[src/rtl/uart_pkg.sv]
// rtl/uart_pkg.sv - shared constants, state encoding and helpers for the oversampled UART receiver
package uart_pkg;

    typedef enum logic [2:0] {
        ST_IDLE,
        ST_START,
        ST_DATA,
        ST_STOP,
        ST_WAIT_HI
    } rx_state_t;

    localparam int OS_RATE     = 16;
    localparam int DEF_CLKFREQ = 48000000;
    localparam int DEF_BAUD    = 115200;

    function automatic int calc_div(input int clkfreq, input int baud);
        return clkfreq / (OS_RATE * baud);
    endfunction

    function automatic logic maj3(input logic a, input logic b, input logic c);
        return (a & b) | (a & c) | (b & c);
    endfunction

endpackage

[src/rtl/rx_fifo.sv]
// rtl/rx_fifo.sv - show-ahead synchronous FIFO with occupancy count
module rx_fifo #(
    parameter int DEPTH = 16,
    parameter int WIDTH = 8
) (
    input  logic                     clk,
    input  logic                     reset,
    input  logic                     push,
    input  logic                     pop,
    input  logic [WIDTH-1:0]         wdata,
    output logic [WIDTH-1:0]         rdata,
    output logic                     full,
    output logic                     empty,
    output logic [$clog2(DEPTH):0]   count
);

    localparam int AW = $clog2(DEPTH);
    localparam logic [AW:0] FULL_CNT = DEPTH[AW:0];

    logic [WIDTH-1:0] mem [DEPTH];
    logic [AW-1:0]    wr_ptr;
    logic [AW-1:0]    rd_ptr;
    logic             do_push;
    logic             do_pop;

    assign full    = (count == FULL_CNT);
    assign empty   = (count == '0);
    assign do_pop  = pop & ~empty;
    // A pop in the same cycle frees the slot, so a push into a full FIFO is still taken.
    assign do_push = push & (~full | do_pop);
    assign rdata   = empty ? '0 : mem[rd_ptr];

    always_ff @(posedge clk) begin
        if (do_push) begin
            mem[wr_ptr] <= wdata;
        end
    end

    always_ff @(posedge clk or posedge reset) begin
        if (reset) begin
            wr_ptr <= '0;
            rd_ptr <= '0;
            count  <= '0;
        end else begin
            if (do_push) begin
                wr_ptr <= wr_ptr + 1'b1;
            end
            if (do_pop) begin
                rd_ptr <= rd_ptr + 1'b1;
            end
            case ({do_push, do_pop})
                2'b10:   count <= count + 1'b1;
                2'b01:   count <= count - 1'b1;
                default: count <= count;
            endcase
        end
    end

endmodule

[src/rtl/rxuart_os16.sv]
// rtl/rxuart_os16.sv - 16x oversampled UART receiver with majority vote, error flags and receive FIFO
import uart_pkg::*;

module rxuart_os16 #(
    parameter int CLKFREQ    = DEF_CLKFREQ,
    parameter int BAUD       = DEF_BAUD,
    parameter int FIFO_DEPTH = 16
) (
    input  logic                         clk,
    input  logic                         reset,
    input  logic                         uart_rx,
    input  logic                         rd,
    input  logic                         clr_err,
    output logic                         valid,
    output logic [7:0]                   data,
    output logic [$clog2(FIFO_DEPTH):0]  count,
    output logic                         frame_err,
    output logic                         overrun,
    output logic                         break_det
);

    localparam int DIV = calc_div(CLKFREQ, BAUD);
    localparam int DW  = (DIV > 1) ? $clog2(DIV) : 1;
    localparam logic [DW-1:0] DIV_LAST = DW'(DIV - 1);

    logic            rx_meta;
    logic            rx_s;
    logic [DW-1:0]   div_cnt;
    logic            tick;
    logic [3:0]      ph;
    logic            s7;
    logic            s8;
    logic            maj;
    logic            is_dec;
    rx_state_t       state;
    rx_state_t       state_n;
    logic [7:0]      shreg;
    logic [2:0]      bit_idx;
    logic            restart;
    logic            shift_en;
    logic            push;
    logic            fe_set;
    logic            brk_set;
    logic            ovr_set;
    logic            fifo_full;
    logic            fifo_empty;

    assign tick   = (div_cnt == DIV_LAST);
    assign is_dec = tick && (ph == 4'd9);
    assign maj    = maj3(s7, s8, rx_s);

    always_ff @(posedge clk or posedge reset) begin
        if (reset) begin
            rx_meta <= 1'b1;
            rx_s    <= 1'b1;
        end else begin
            rx_meta <= uart_rx;
            rx_s    <= rx_meta;
        end
    end

    // Divider and phase realign to the start edge so ph 7..9 straddle each bit centre.
    always_ff @(posedge clk or posedge reset) begin
        if (reset) begin
            div_cnt <= '0;
            ph      <= '0;
            s7      <= 1'b1;
            s8      <= 1'b1;
        end else if (restart) begin
            div_cnt <= '0;
            ph      <= '0;
        end else begin
            div_cnt <= tick ? '0 : div_cnt + 1'b1;
            if (tick) begin
                ph <= ph + 4'd1;
                if (ph == 4'd7) s7 <= rx_s;
                if (ph == 4'd8) s8 <= rx_s;
            end
        end
    end

    always_ff @(posedge clk or posedge reset) begin
        if (reset) begin
            state   <= ST_IDLE;
            shreg   <= '0;
            bit_idx <= '0;
        end else begin
            state <= state_n;
            if (restart) begin
                bit_idx <= '0;
            end else if (shift_en) begin
                shreg   <= {maj, shreg[7:1]};
                bit_idx <= bit_idx + 3'd1;
            end
        end
    end

    always_comb begin
        state_n  = state;
        restart  = 1'b0;
        shift_en = 1'b0;
        push     = 1'b0;
        fe_set   = 1'b0;
        brk_set  = 1'b0;
        case (state)
            ST_IDLE: begin
                if (!rx_s) begin
                    state_n = ST_START;
                    restart = 1'b1;
                end
            end
            ST_START: begin
                if (is_dec && maj) begin
                    state_n = ST_IDLE;
                end else if (tick && ph == 4'd15) begin
                    state_n = ST_DATA;
                end
            end
            ST_DATA: begin
                if (is_dec) begin
                    shift_en = 1'b1;
                    if (bit_idx == 3'd7) state_n = ST_STOP;
                end
            end
            ST_STOP: begin
                // Leaving at mid stop bit lets the next start edge be caught early.
                if (is_dec) begin
                    if (maj) begin
                        push    = 1'b1;
                        state_n = ST_IDLE;
                    end else begin
                        fe_set  = 1'b1;
                        brk_set = (shreg == 8'h00);
                        state_n = ST_WAIT_HI;
                    end
                end
            end
            ST_WAIT_HI: begin
                if (rx_s) state_n = ST_IDLE;
            end
            default: state_n = ST_IDLE;
        endcase
    end

    assign ovr_set = push & fifo_full & ~rd;

    always_ff @(posedge clk or posedge reset) begin
        if (reset) begin
            frame_err <= 1'b0;
            overrun   <= 1'b0;
            break_det <= 1'b0;
        end else begin
            frame_err <= fe_set  | (frame_err & ~clr_err);
            overrun   <= ovr_set | (overrun   & ~clr_err);
            break_det <= brk_set | (break_det & ~clr_err);
        end
    end

    rx_fifo #(
        .DEPTH (FIFO_DEPTH),
        .WIDTH (8)
    ) u_fifo (
        .clk   (clk),
        .reset (reset),
        .push  (push),
        .pop   (rd),
        .wdata (shreg),
        .rdata (data),
        .full  (fifo_full),
        .empty (fifo_empty),
        .count (count)
    );

    assign valid = ~fifo_empty;

endmodule

[config.mk]
export PLATFORM = sky130hd
export DESIGN_NAME = rxuart_os16
export DESIGN_NICKNAME = d
export VERILOG_FILES = /design/src/rtl/uart_pkg.sv /design/src/rtl/rx_fifo.sv /design/src/rtl/rxuart_os16.sv
export SDC_FILE = /design/constraint.sdc
export NUM_CORES = 1
export LEC_CHECK = 0
export ABC_AREA = 1
export ABC_CLOCK_PERIOD_IN_PS = 3600
export CORE_MARGIN = 1
export CORE_UTILIZATION = 45
export DETAILED_ROUTE_END_ITERATION = 8
export GPL_ROUTABILITY_DRIVEN = 0
export HOLD_SLACK_MARGIN = 0.15
export PLACE_DENSITY_LB_ADDON = 0.2
export REMOVE_ABC_BUFFERS = 1
export SLEW_MARGIN = 20
export SYNTH_ARGS = -nofsm -noshare
export SYNTH_HDL_FRONTEND = slang
export SYNTH_SLANG_ARGS = --single-unit
[constraint.sdc]
create_clock -name clk -period 3.6 [get_ports clk]
set_clock_uncertainty 0.15 [all_clocks]
set_input_delay 0.72 -clock clk [delete_from_list [all_inputs] [get_ports clk]]
set_output_delay 0.72 -clock clk [all_outputs]
set_load 0.005 [all_outputs]
==> results of run 1 <==
routing by layer:
| metal | vias to the layer above | track usage | wire length, µm |
|---|---|---|---|
| li1 | 2485 | - | - |
| met1 | 2470 | 0.305 | 7590 |
| met2 | 168 | 0.338 | 7760 |
| met3 | 18 | 0.0432 | 942 |
| met4 | 0 | 0.0737 | 221 |
| met5 | - | 0 | 0 |
state kept, by name, indices dropped and copies added, names as in the netlist, 3 cells and up:
name / flops
div_cnt: 5
u_fifo.wr_ptr: 4
shreg: 8
u_fifo.mem: 128
state: 3
bit_idx: 3
u_fifo.rd_ptr: 4
ph: 4
u_fifo.count: 5
worst register-to-register path: stages (launching register included):
cell and delay, ns:
dfrtp_1 0.39, inv_1 0.06, ha_1 0.14, nand2_1 0.08, nor2_4 0.21, nand3_4 0.14
nor2_8 0.15, nand2_4 0.14, ha_1 0.29, xor2_1 0.22, ha_1 0.18, inv_1 0.04
nand2_1 0.09, nand3_1 0.10, nand3_1 0.10, nand2_1 0.06, nand2_1 0.05, nand2_1 0.05
cell usage in the layout, fill, tap and decap left out, types with 2 or more instances in the layout:
cell type,instances
nor3_1,12
clkinv_2,3
nand2_1,232
o21ai_0,10
o21ai_1,3
nand4_1,5
nor4_1,2
nor2_1,17
dfstp_2,4
a21oi_1,13
ha_1,16
clkdlybuf4s50_1,21
bufinv_16,2
inv_4,2
clkbuf_16,17
xnor2_1,2
clkbuf_8,3
clkbuf_1,5
edfxtp_1,128
inv_2,7
clkinvlp_4,2
buf_4,22
dfrtp_1,38
xor2_1,11
nand2_2,3
nor2_4,2
nand3_1,131
inv_1,32
clkinv_1,2
final cells by class:
type                    instances  area share
flip-flops and latches        171       0.572
multi-input cells             467       0.263
clock buffers                  25      0.0564
repair buffers                 45      0.0468
well taps                     216      0.0314
inverters                      43      0.0193
clock inverters                 7      0.0105
cells by family (layout without fill, tap and decap cells):
kind of cell / after synthesis / count (layout) / synth area share
buffers and inverters: 73 / 120 / 0.0406
adder cells (fa/ha/maj): 16 / 16 / 0.0267
AND/OR/NAND/NOR: 409 / 409 / 0.240
XOR/XNOR: 13 / 13 / 0.0152
flip-flops: 171 / 171 / 0.657
AO/OA/AOI/OAI: 29 / 29 / 0.0199
where the power goes:
group / switching [mW] / leakage [nW] / internal [mW] / total (mW)
Clock: 0.715 / 0.277 / 1.07 / 1.79
Combinational: 0.0115 / 1.35 / 0.00471 / 0.0163
Sequential: 0.000765 / 2.02 / 2.10 / 2.10
Total: 0.727 / 3.64 / 3.18 / 3.90
how the worst max path moves through the flow:
| stage | cells past startpoint | slack (ns) | endpoint | startpoint |
|---|---|---|---|---|
| 2_1_floorplan | 7 | 0.29 | data[0] | u_fifo.rd_ptr[0] |
| 5_1_grt | 9 | 0.01 | data[7] | u_fifo.rd_ptr[0] |
| 3_3_place_gp | 9 | 0.50 | data[1] | u_fifo.rd_ptr[0] |
| 3_5_place_dp | 14 | 0.41 | u_fifo.count[4] | rd |
| 4_1_cts | 9 | 0.02 | data[2] | u_fifo.rd_ptr[0] |
| 6_report | 9 | 0.17 | data[2] | u_fifo.rd_ptr[0] |
timing repair:
| item | CTS | global route |
|---|---|---|
| resized for setup | 0 | 5 |
| endpoints found under the setup margin | 0 | 8 |
| buffers inserted | 0 | 1 |
==> impl_summary.txt, run 1 <==
----------------------------------------------------
[Status]
  Status ... finished clean

[Finish]
  Final #Nets ... 766
  Layout Cell Area excl Fill ... 8610 µm²
  Number of standard cells in the final layout excluding fillers ... 974
  Synth-to-layout area growth ... 14.9%
  Share of cells above drive strength 1 ... 0.100
  Multi-input logic area ... 2270 µm²
  Utilization of the core after routing ... 0.536
  FILL cells ... 1374
  Register area ... 4930 µm²
  Number of inserted diodes ... 0

[Synth]
  Most frequent cell after synthesis ... nand2_1
  Sequential fraction of the synthesis area ... 0.657
  Most used flip-flop cell after synthesis ... edfxtp_1
  Total standard cell area after synthesis ... 7490 µm²
  Fraction of synthesis flops using an asynchronous set or reset pin ... 0.251
  Top-area cell type share of the netlist area ... 0.513
  Distinct cell type count of the synthesized netlist ... 31
  Number of enable-type register cells in the synthesized netlist ... 128
  Top cells by area in the synthesized netlist ... edfxtp_1, dfrtp_1, nand2_1
  Cells after synthesis ... 711
  Leading post-synthesis cells by instance count ... nand2_1, nand3_1, edfxtp_1
  Mean instance size in the synthesized netlist ... 10.5 µm²
  Yosys synthesis warning count ... 0
  Synthesis-stage register bit count ... 171
  Biggest area consumer among synthesized cells ... edfxtp_1

[Floorplan]
  Num ports ... 22
  Floorplan Core Area ... 16100 µm²
  Placement row count ... 46
  DIE HEIGHT ... 131 µm
  Effective utilization at floorplan ... 0.467
  Die Wd ... 131 µm
  Die Footprint ... 17200 µm²

[Route]
  Total detailed-routing wirelength ... 16500 µm
  Drt drc ... 0
  Antenna viol nets, final ... 0
  Routed via count divided by cell count ... 5.28
  DRT Pass-1 Iters ... 5
  Count of routing violations after the opening detailed-route iteration ... 424
  Wire length per cell after detailed routing ... 16.9 µm
  Detailed-route via count ... 5141

[Power]
  Leak ... 3.64 nW
  Worst vdd ir ... 336 µV
  PnR Total Power ... 3.90 mW
  Power density cells ... 453 nW/µm²

[Clock network]
  Clock transition at the register clock pins on the worst setup and hold paths after CTS ... 0.06 ns
  CTS Hold Bufs ... 0
  CTS tree ... done
  Number of CTS-inserted buffers ... 17
  Clock latency on the worst-skew pair ... 0.43 ns
  Sink Count ... 171
  CTS Buffer Depth ... 2
  H-tree depth ... 4
  Root buf cell ... clkbuf_16

[Placed design]
  Number of buffers inserted by port buffering ... 21
  Placement-stage cell area ... 8020 µm²
  Post-Place Setup Slack ... 0.413 ns
  Number of instances in the placed design ... 941
  Detailed placer's ending HPWL ... 10600 µm

[Worst setup path]
  Largest delay share family, worst path ... buffers and inverters
  Reg-to-reg slack, setup ... 0.85 ns
  Reg-to-reg endpoint ... u_fifo.count[4]
  Cell breakdown of the critical path ... inv_4 > buf_12 > nand2_1 > nand3_1 > nand3_1 > nand2_1 > nand2_1 > a21oi_1 > clkdlybuf4s50_1
  Largest stage delay on the critical path ... 0.56 ns
  Worst Reg-to-Reg Cells ... 17
  Worst reg2reg startpoint ... div_cnt[1]
  Start-to-end type of the worst setup path ... reg -> out
  Critical path buffers and inverters ... 3
  CP max-delay cell ... dfrtp_4
  Worst setup EP type ... output port
  Critical Path Start Type ... flip-flop
  Required time of the critical path ... 2.73 ns
  CP Max Fanout ... 38
  Crit path arrival time ... 2.56 ns
  Cell seen most often among critical-path stages ... nand2_1

[Run]
  Maxcap violations ... 0

[STA]
  Crit share post-route ... 0.953
  Total negative setup slack ... 0 ns
  # setup viols final ... 0
  Unrepaired setup endpoints after global routing ... false
  Measured slew at the worst slew-check pin ... 0.826 ns
  Rel. slew slack ... 0.449
  Worst hold slack after final layout ... 0.208 ns
  Final Hold Vio Count ... 0
  Max-slew violation count ... 0
  PnR worst setup slack ... 0.169 ns
  Maximum clock rate ... 291 MHz
  Tmin final ... 3.43 ns

[Worst hold path]
  Cell depth of the worst min-delay path ... 0
  Worst hold path type ... reg -> reg
  HP Start ... rx_meta
  Worst min-delay path endpoint ... rx_s

[Global routing]
  Vias in the first global route ... 5057
  Remaining global-route overflow ... 0
  Largest net degree at the start of global routing ... 39
  Initial antenna violation count ... 0
  Total track usage ... 0.217
  Global-route wire length before repair ... 27100 µm

----------------------------------------------------
Note: power is estimated with default switching activity, not from simulation.
==> inputs of run 2 (changes only) <==
--- a/config.mk
+++ b/config.mk
@@ -7,8 +7,7 @@
 export LEC_CHECK = 0
 export ABC_AREA = 1
 export ABC_CLOCK_PERIOD_IN_PS = 3600
-export CORE_MARGIN = 1
-export CORE_UTILIZATION = 45
+export CORE_UTILIZATION = 61
 export DETAILED_ROUTE_END_ITERATION = 8
 export GPL_ROUTABILITY_DRIVEN = 0
 export HOLD_SLACK_MARGIN = 0.15
@@ -17,4 +16,5 @@
 export SLEW_MARGIN = 20
 export SYNTH_ARGS = -nofsm -noshare
 export SYNTH_HDL_FRONTEND = slang
+export SYNTH_HIERARCHICAL = 1
 export SYNTH_SLANG_ARGS = --single-unit
==> run 2 against run 1 <==
Effect of this change: clock-buffer cell count shrank 4; largest cell class unchanged; design area shrank 1.8%; sequential share of layout area up 1.0 points; via count fell by 0.88%; clock power rose by 9%; register-to-register slack got worse by 0.18 ns; die area fell by 26%; non-clock buffer count fell by 13; worst hold slack barely moved.
==> impl_summary.txt, run 2 <==
----------------------------------------------------
[Status]
  Status ... finished clean

[STA]
  Measured slew at the worst slew-check pin ... 0.825 ns
  PnR worst setup slack ... 0.166 ns
  Unrepaired setup endpoints after global routing ... false
  Tmin final ... 3.43 ns
  Maximum clock rate ... 291 MHz
  Rel. slew slack ... 0.448
  Worst hold slack after final layout ... 0.208 ns
  Total negative setup slack ... 0 ns
  Final Hold Vio Count ... 0
  # setup viols final ... 0
  Crit share post-route ... 0.954
  Max-slew violation count ... 0

[Clock network]
  Number of CTS-inserted buffers ... 17
  H-tree depth ... 4
  Sink Count ... 171
  CTS Buffer Depth ... 2
  Root buf cell ... clkbuf_16
  Clock latency on the worst-skew pair ... 0.43 ns
  CTS tree ... done
  Clock transition at the register clock pins on the worst setup and hold paths after CTS ... 0.06 ns

[Route]
  Count of routing violations after the opening detailed-route iteration ... 523
  Routed via count divided by cell count ... 5.76
  Detailed-route via count ... 5096
  Antenna viol nets, final ... 0
  Drt drc ... 0
  DRT Pass-1 Iters ... 6
  Total detailed-routing wirelength ... 15200 µm
  Wire length per cell after detailed routing ... 17.2 µm

[Synth]
  Top-area cell type share of the netlist area ... 0.513
  Most frequent cell after synthesis ... nand2_1
  Sequential fraction of the synthesis area ... 0.657
  Synthesis-stage register bit count ... 171
  Fraction of synthesis flops using an asynchronous set or reset pin ... 0.251
  Top cells by area in the synthesized netlist ... edfxtp_1, dfrtp_1, nand2_1
  Distinct cell type count of the synthesized netlist ... 34
  Mean instance size in the synthesized netlist ... 10.7 µm²
  Cells after synthesis ... 700
  Number of enable-type register cells in the synthesized netlist ... 128
  Leading post-synthesis cells by instance count ... nand2_1, edfxtp_1, nand3_1
  Biggest area consumer among synthesized cells ... edfxtp_1
  Yosys synthesis warning count ... 6
  Total standard cell area after synthesis ... 7500 µm²
  Most used flip-flop cell after synthesis ... edfxtp_1

[Placed design]
  Number of buffers inserted by port buffering ... 21
  Detailed placer's ending HPWL ... 9740 µm
  Number of instances in the placed design ... 852
  Post-Place Setup Slack ... 0.493 ns

[Power]
  Internal power component ... 3.95 mW
  Part of the power in the clock network ... 0.348
  Switching part of the total power ... 0.299
  Sequential share of power ... 0.398
  Relative contribution of combinational cells to total power ... 0.254
  Leak ... 3.59 nW
  Switching power ... 1.68 mW
  Worst vdd ir ... 403 µV
  Power density cells ... 666 nW/µm²

[Finish]
  Number of inserted diodes ... 0
  Largest register by flop count ... u_fifo/mem
  Number of standard cells in the final layout excluding fillers ... 884
  Synth-to-layout area growth ... 12.7%
  Largest registers in the final layout ... u_fifo/mem (128), shreg (8)
  Number of flip-flops under the largest register name ... 128
  Most used cells in the layout excluding fill and tap cells ... nand2_1, edfxtp_1, nand3_1
  Share of cells above drive strength 1 ... 0.104
  Final #Nets ... 745
  Commonest non-fill, non-tap cell in the layout ... nand2_1

[Worst setup path]
  Reg-to-reg slack, setup ... 0.67 ns
  Start-to-end type of the worst setup path ... reg -> out
  Required time of the critical path ... 2.73 ns
  Critical Path Start Type ... flip-flop
  Worst setup EP type ... output port
  Crit path arrival time ... 2.56 ns
  CP Max Fanout ... 17

[Global routing]
  Vias in the first global route ... 4892
  Remaining global-route overflow ... 0
  Largest net degree at the start of global routing ... 67
  Total track usage ... 0.259
  Global-route wire length before repair ... 24400 µm
  Initial antenna violation count ... 0

[Floorplan]
  Num ports ... 22
  Die Footprint ... 12700 µm²
  Effective utilization at floorplan ... 0.624
  Placement row count ... 40
  Die Wd ... 113 µm
  DIE HEIGHT ... 113 µm
  Floorplan Core Area ... 12000 µm²

[Run]
  Maxcap violations ... 0

[Worst hold path]
  Worst hold path type ... reg -> reg

----------------------------------------------------
[run 2: cell types whose count changed after synthesis, moves of 7 or more]
cell	change
buf_2	-10
buf_4	+14
clkbuf_1	-7
nand3_1	-15
nor2_1	+14
nor3_1	-9
[run 2: critical path, stage by stage (launching register included)]
cell and delay, ns:
dfrtp_1 0.67, inv_1 0.11, buf_4 0.23, nand3_1 0.13, nand3_1 0.10, nand2_1 0.12
nand2_1 0.06, a21oi_1 0.18, clkdlybuf4s50_1 0.53
[run 2: cell families (layout without fill, tap and decap cells)]
kind of cell / Yosys count / after routing / synth area share
buffers and inverters: 68 / 105 / 0.0434
and+or+nand+nor: 405 / 405 / 0.236
xor gates and xnor gates: 12 / 12 / 0.0150
adders and majority gates: 16 / 16 / 0.0277
DFF: 171 / 171 / 0.657
AOI/OAI and AO/OA: 28 / 28 / 0.0209
[run 2: power groups by stage]
stage	sequential (mW)	clock, mW	combinational [mW]
3_3_place_gp	2.27	0	1.37
5_1_grt	2.25	2.06	1.55
6_report	2.24	1.96	1.43
4_1_cts	2.24	1.98	1.42
2_1_floorplan	2.37	0	0.713
3_5_place_dp	2.28	0	1.41
[run 2: cell type report]
cell class	count	area (µm²)
Fill cell	852	3560
Multi-Input combinational cell	461	2250
Timing Repair Buffer	32	297
Sequential cell	171	4930
Inverter	41	155
Clock buffer	21	450
Tap cell	147	184
Clock inverter	11	193
[run 2: metal layers]
layer,part of all wire,track usage,routed length (µm),vias to the layer above
li1,-,-,-,2413
met1,0.42,0.339,6350,2444
met2,0.49,0.412,7400,196
met3,0.070,0.0562,1070,43
met4,0.028,0.136,420,0
met5,0,0,0,-
[run 2: timing repair]
action                     in CTS  in global routing
hold buffers                    0                  0
hold endpoints to repair        0                  0
setup endpoints to repair       1                  3
buffers inserted                0                  0
cloned                          0                  0
gates resized for setup         1                  1
[run 2: path summary, 6_finish.rpt]
check / cells past startpoint / from / to
setup / recovery: 8 / u_fifo/rd_ptr[1] / data[2]
hold / removal: 0 / rx_meta / rx_s
setup reg to reg: 18 / div_cnt[1] / u_fifo/count[4]
hold reg to reg: 0 / rx_meta / rx_s
max in group asynchronous: 3 / reset / s8
min in group asynchronous: 2 / reset / state[2]
[run 2: per-stage QoR]
| step | util | instance area, µm² | total power, mW |
|---|---|---|---|
| floorplan | - | 7330 | 3.08 |
| global placement | 0.650 | 7810 | 3.64 |
| detailed placement | 0.650 | 7810 | 3.68 |
| CTS | 0.704 | 8450 | 5.64 |
| global route | 0.704 | 8450 | 5.86 |
| finish | 0.704 | 8450 | 5.63 |
==> inputs of run 3 (changes only) <==
--- a/config.mk
+++ b/config.mk
@@ -5,7 +5,6 @@
 export SDC_FILE = /design/constraint.sdc
 export NUM_CORES = 1
 export LEC_CHECK = 0
-export ABC_AREA = 1
 export ABC_CLOCK_PERIOD_IN_PS = 3600
 export CORE_UTILIZATION = 61
 export DETAILED_ROUTE_END_ITERATION = 8
@@ -13,6 +12,7 @@
 export HOLD_SLACK_MARGIN = 0.15
 export PLACE_DENSITY_LB_ADDON = 0.2
 export REMOVE_ABC_BUFFERS = 1
+export SKIP_CTS_REPAIR_TIMING = 1
 export SLEW_MARGIN = 20
 export SYNTH_ARGS = -nofsm -noshare
 export SYNTH_HDL_FRONTEND = slang
==> run 3 against run 2 <==
Effect of this change: the run now ends with DRC left; synthesized area shrank 2.0%; die area shrank 2.0%; critical path depth shrank 2; final cell count shrank 28%; sequential power is essentially flat; global-route usage shrank 2.8 points; flip-flop and latch count is the same; worst hold slack gained 0.016 ns; largest cell class unchanged.
==> impl_summary.txt, run 3 <==
----------------------------------------------------
[Floorplan]
  Num ports ... 22
  Die Wd ... 112 µm
  Floorplan Core Area ... 11600 µm²
  Effective utilization at floorplan ... 0.635
  Placement row count ... 39
  DIE HEIGHT ... 112 µm
  Die Footprint ... 12500 µm²

[Route]
  Antenna viol nets, final ... 0
  Total detailed-routing wirelength ... 13300 µm
  Detailed-route via count ... 3853
  Count of routing violations after the opening detailed-route iteration ... 293
  Routed via count divided by cell count ... 6.04
  Wire length per cell after detailed routing ... 20.9 µm
  Drt drc ... 3
  DRT Pass-1 Iters ... 7

[Worst setup path]
  Reg-to-reg slack, setup ... 0.51 ns
  Worst setup EP type ... output port
  Required time of the critical path ... 2.73 ns
  Critical Path Start Type ... flip-flop
  Crit path arrival time ... 2.56 ns
  CP Max Fanout ... 13
  Start-to-end type of the worst setup path ... reg -> out

[STA]
  Rel. slew slack ... 0.476
  Final Hold Vio Count ... 0
  Maximum clock rate ... 292 MHz
  Tmin final ... 3.43 ns
  Unrepaired setup endpoints after global routing ... false
  Max-slew violation count ... 0
  PnR worst setup slack ... 0.170 ns
  Crit share post-route ... 0.953
  # setup viols final ... 0
  Measured slew at the worst slew-check pin ... 0.781 ns

[Placed design]
  Post-Place Setup Slack ... 0.420 ns
  Placement-stage cell area ... 7770 µm²
  Number of buffers inserted by port buffering ... 21
  Detailed placer's ending HPWL ... 8120 µm
  Number of instances in the placed design ... 603

[Run]
  Maxcap violations ... 0

[Finish]
  Number of standard cells in the final layout excluding fillers ... 638
  FILL cells ... 693
  Commonest non-fill, non-tap cell in the layout ... edfxtp_1
  Share of cells above drive strength 1 ... 0.212
  Synth-to-layout area growth ... 15.5%
  Most used cells in the layout excluding fill and tap cells ... edfxtp_1, dfrtp_1, mux4_2
  Layout Cell Area excl Fill ... 8480 µm²
  Largest register by flop count ... u_fifo/mem
  Number of inserted diodes ... 0
  Number of flip-flops under the largest register name ... 128
  Largest registers in the final layout ... u_fifo/mem (128), shreg (8)
  Final #Nets ... 503

[Global routing]
  Initial antenna violation count ... 0
  Global-route wire length before repair ... 21000 µm
  Total track usage ... 0.231
  Largest net degree at the start of global routing ... 36
  Vias in the first global route ... 3829
  Remaining global-route overflow ... 0

[Synth]
  Sequential fraction of the synthesis area ... 0.670
  Biggest area consumer among synthesized cells ... edfxtp_1
  Number of enable-type register cells in the synthesized netlist ... 128
  Cells after synthesis ... 445
  Synthesis-stage register bit count ... 171
  Top-area cell type share of the netlist area ... 0.523
  Most used flip-flop cell after synthesis ... edfxtp_1
  Distinct cell type count of the synthesized netlist ... 58
  Top cells by area in the synthesized netlist ... edfxtp_1, dfrtp_1, mux4_2
  Fraction of synthesis flops using an asynchronous set or reset pin ... 0.251
  Yosys synthesis warning count ... 6
  Total standard cell area after synthesis ... 7350 µm²
  Most frequent cell after synthesis ... edfxtp_1
  Mean instance size in the synthesized netlist ... 16.5 µm²
  Leading post-synthesis cells by instance count ... edfxtp_1, dfrtp_1, mux4_2

[Power]
  Worst vdd ir ... 511 µV
  Power density cells ... 625 nW/µm²
  Leak ... 3.41 nW

[Clock network]
  Number of CTS-inserted buffers ... 17
  Sink Count ... 171
  Clock latency on the worst-skew pair ... 0.42 ns
  H-tree depth ... 4
  Clock transition at the register clock pins on the worst setup and hold paths after CTS ... 0.07 ns
  CTS tree ... done
  Root buf cell ... clkbuf_16
  CTS Buffer Depth ... 2

[Status]
  Violated checks ... DRC
  Status ... finished with violations

[Worst hold path]
  Worst hold path type ... reg -> reg

----------------------------------------------------
[run 3: area by class of cell]
cell class,instances,area [µm²],share of cell area
tap,143,179,0.0211
sequential,171,4930,0.581
clock inverter,15,244,0.0288
multi-input combinational,232,2240,0.264
inverter,20,75.1,0.00885
clock buffer,17,425,0.0501
timing repair buffer,40,395,0.0466
[run 3: worst max-delay path: stages (launching register included)]
cell             delay, ns
dfrtp_1               0.37
buf_4                 0.24
buf_4                 0.28
mux4_2                0.34
a211oi_1              0.28
a211oi_1              0.11
clkdlybuf4s50_1       0.50
[run 3: per-layer routing]
layer  track usage  up-vias  share of wire
li1              -     1793              -
met1         0.323     1925           0.43
met2         0.362      123           0.50
met3        0.0414       12          0.053
met4         0.101        0          0.011
met5             0        -              0
[run 3: worst paths after layout]
kind                             startpoint                 to  depth (start not counted)
setup / recovery           u_fifo/rd_ptr[3]            data[2]                          6
hold / removal                      rx_meta               rx_s                          0
setup reg to reg                      ph[1]  u_fifo/mem[11][0]                          8
hold reg to reg                     rx_meta               rx_s                          0
max in group asynchronous             reset               rx_s                          3
min in group asynchronous             reset            overrun                          2
[run 3: cells by family after synthesis]
family                     synth area share
xor gates and xnor gates             0.0167
adders and majority gates            0.0296
muxes                                 0.133
and+or+nand+nor                      0.0734
AOI/OAI and AO/OA                    0.0513
buffers and inverters                0.0257
DFF                                   0.670
[run 3: power breakdown]
part	leakage, nW	total [mW]	internal [mW]	switching (mW)
Sequential	2.02	2.26	2.15	0.105
Clock	0.322	2.03	1.30	0.732
Combinational	1.07	1.01	0.537	0.471
[run 3: per-stage QoR]
stage / util / hold slack (ns) / power [mW] / setup TNS (ns)
2_1_floorplan: - / 0.195 / 2.87 / 0
3_3_place_gp: 0.672 / 0.197 / 3.24 / 0
3_5_place_dp: 0.672 / 0.199 / 3.26 / 0
4_1_cts: 0.730 / 0.213 / 5.30 / -0.0115
5_1_grt: 0.734 / 0.219 / 5.53 / 0
6_report: 0.734 / 0.224 / 5.30 / 0
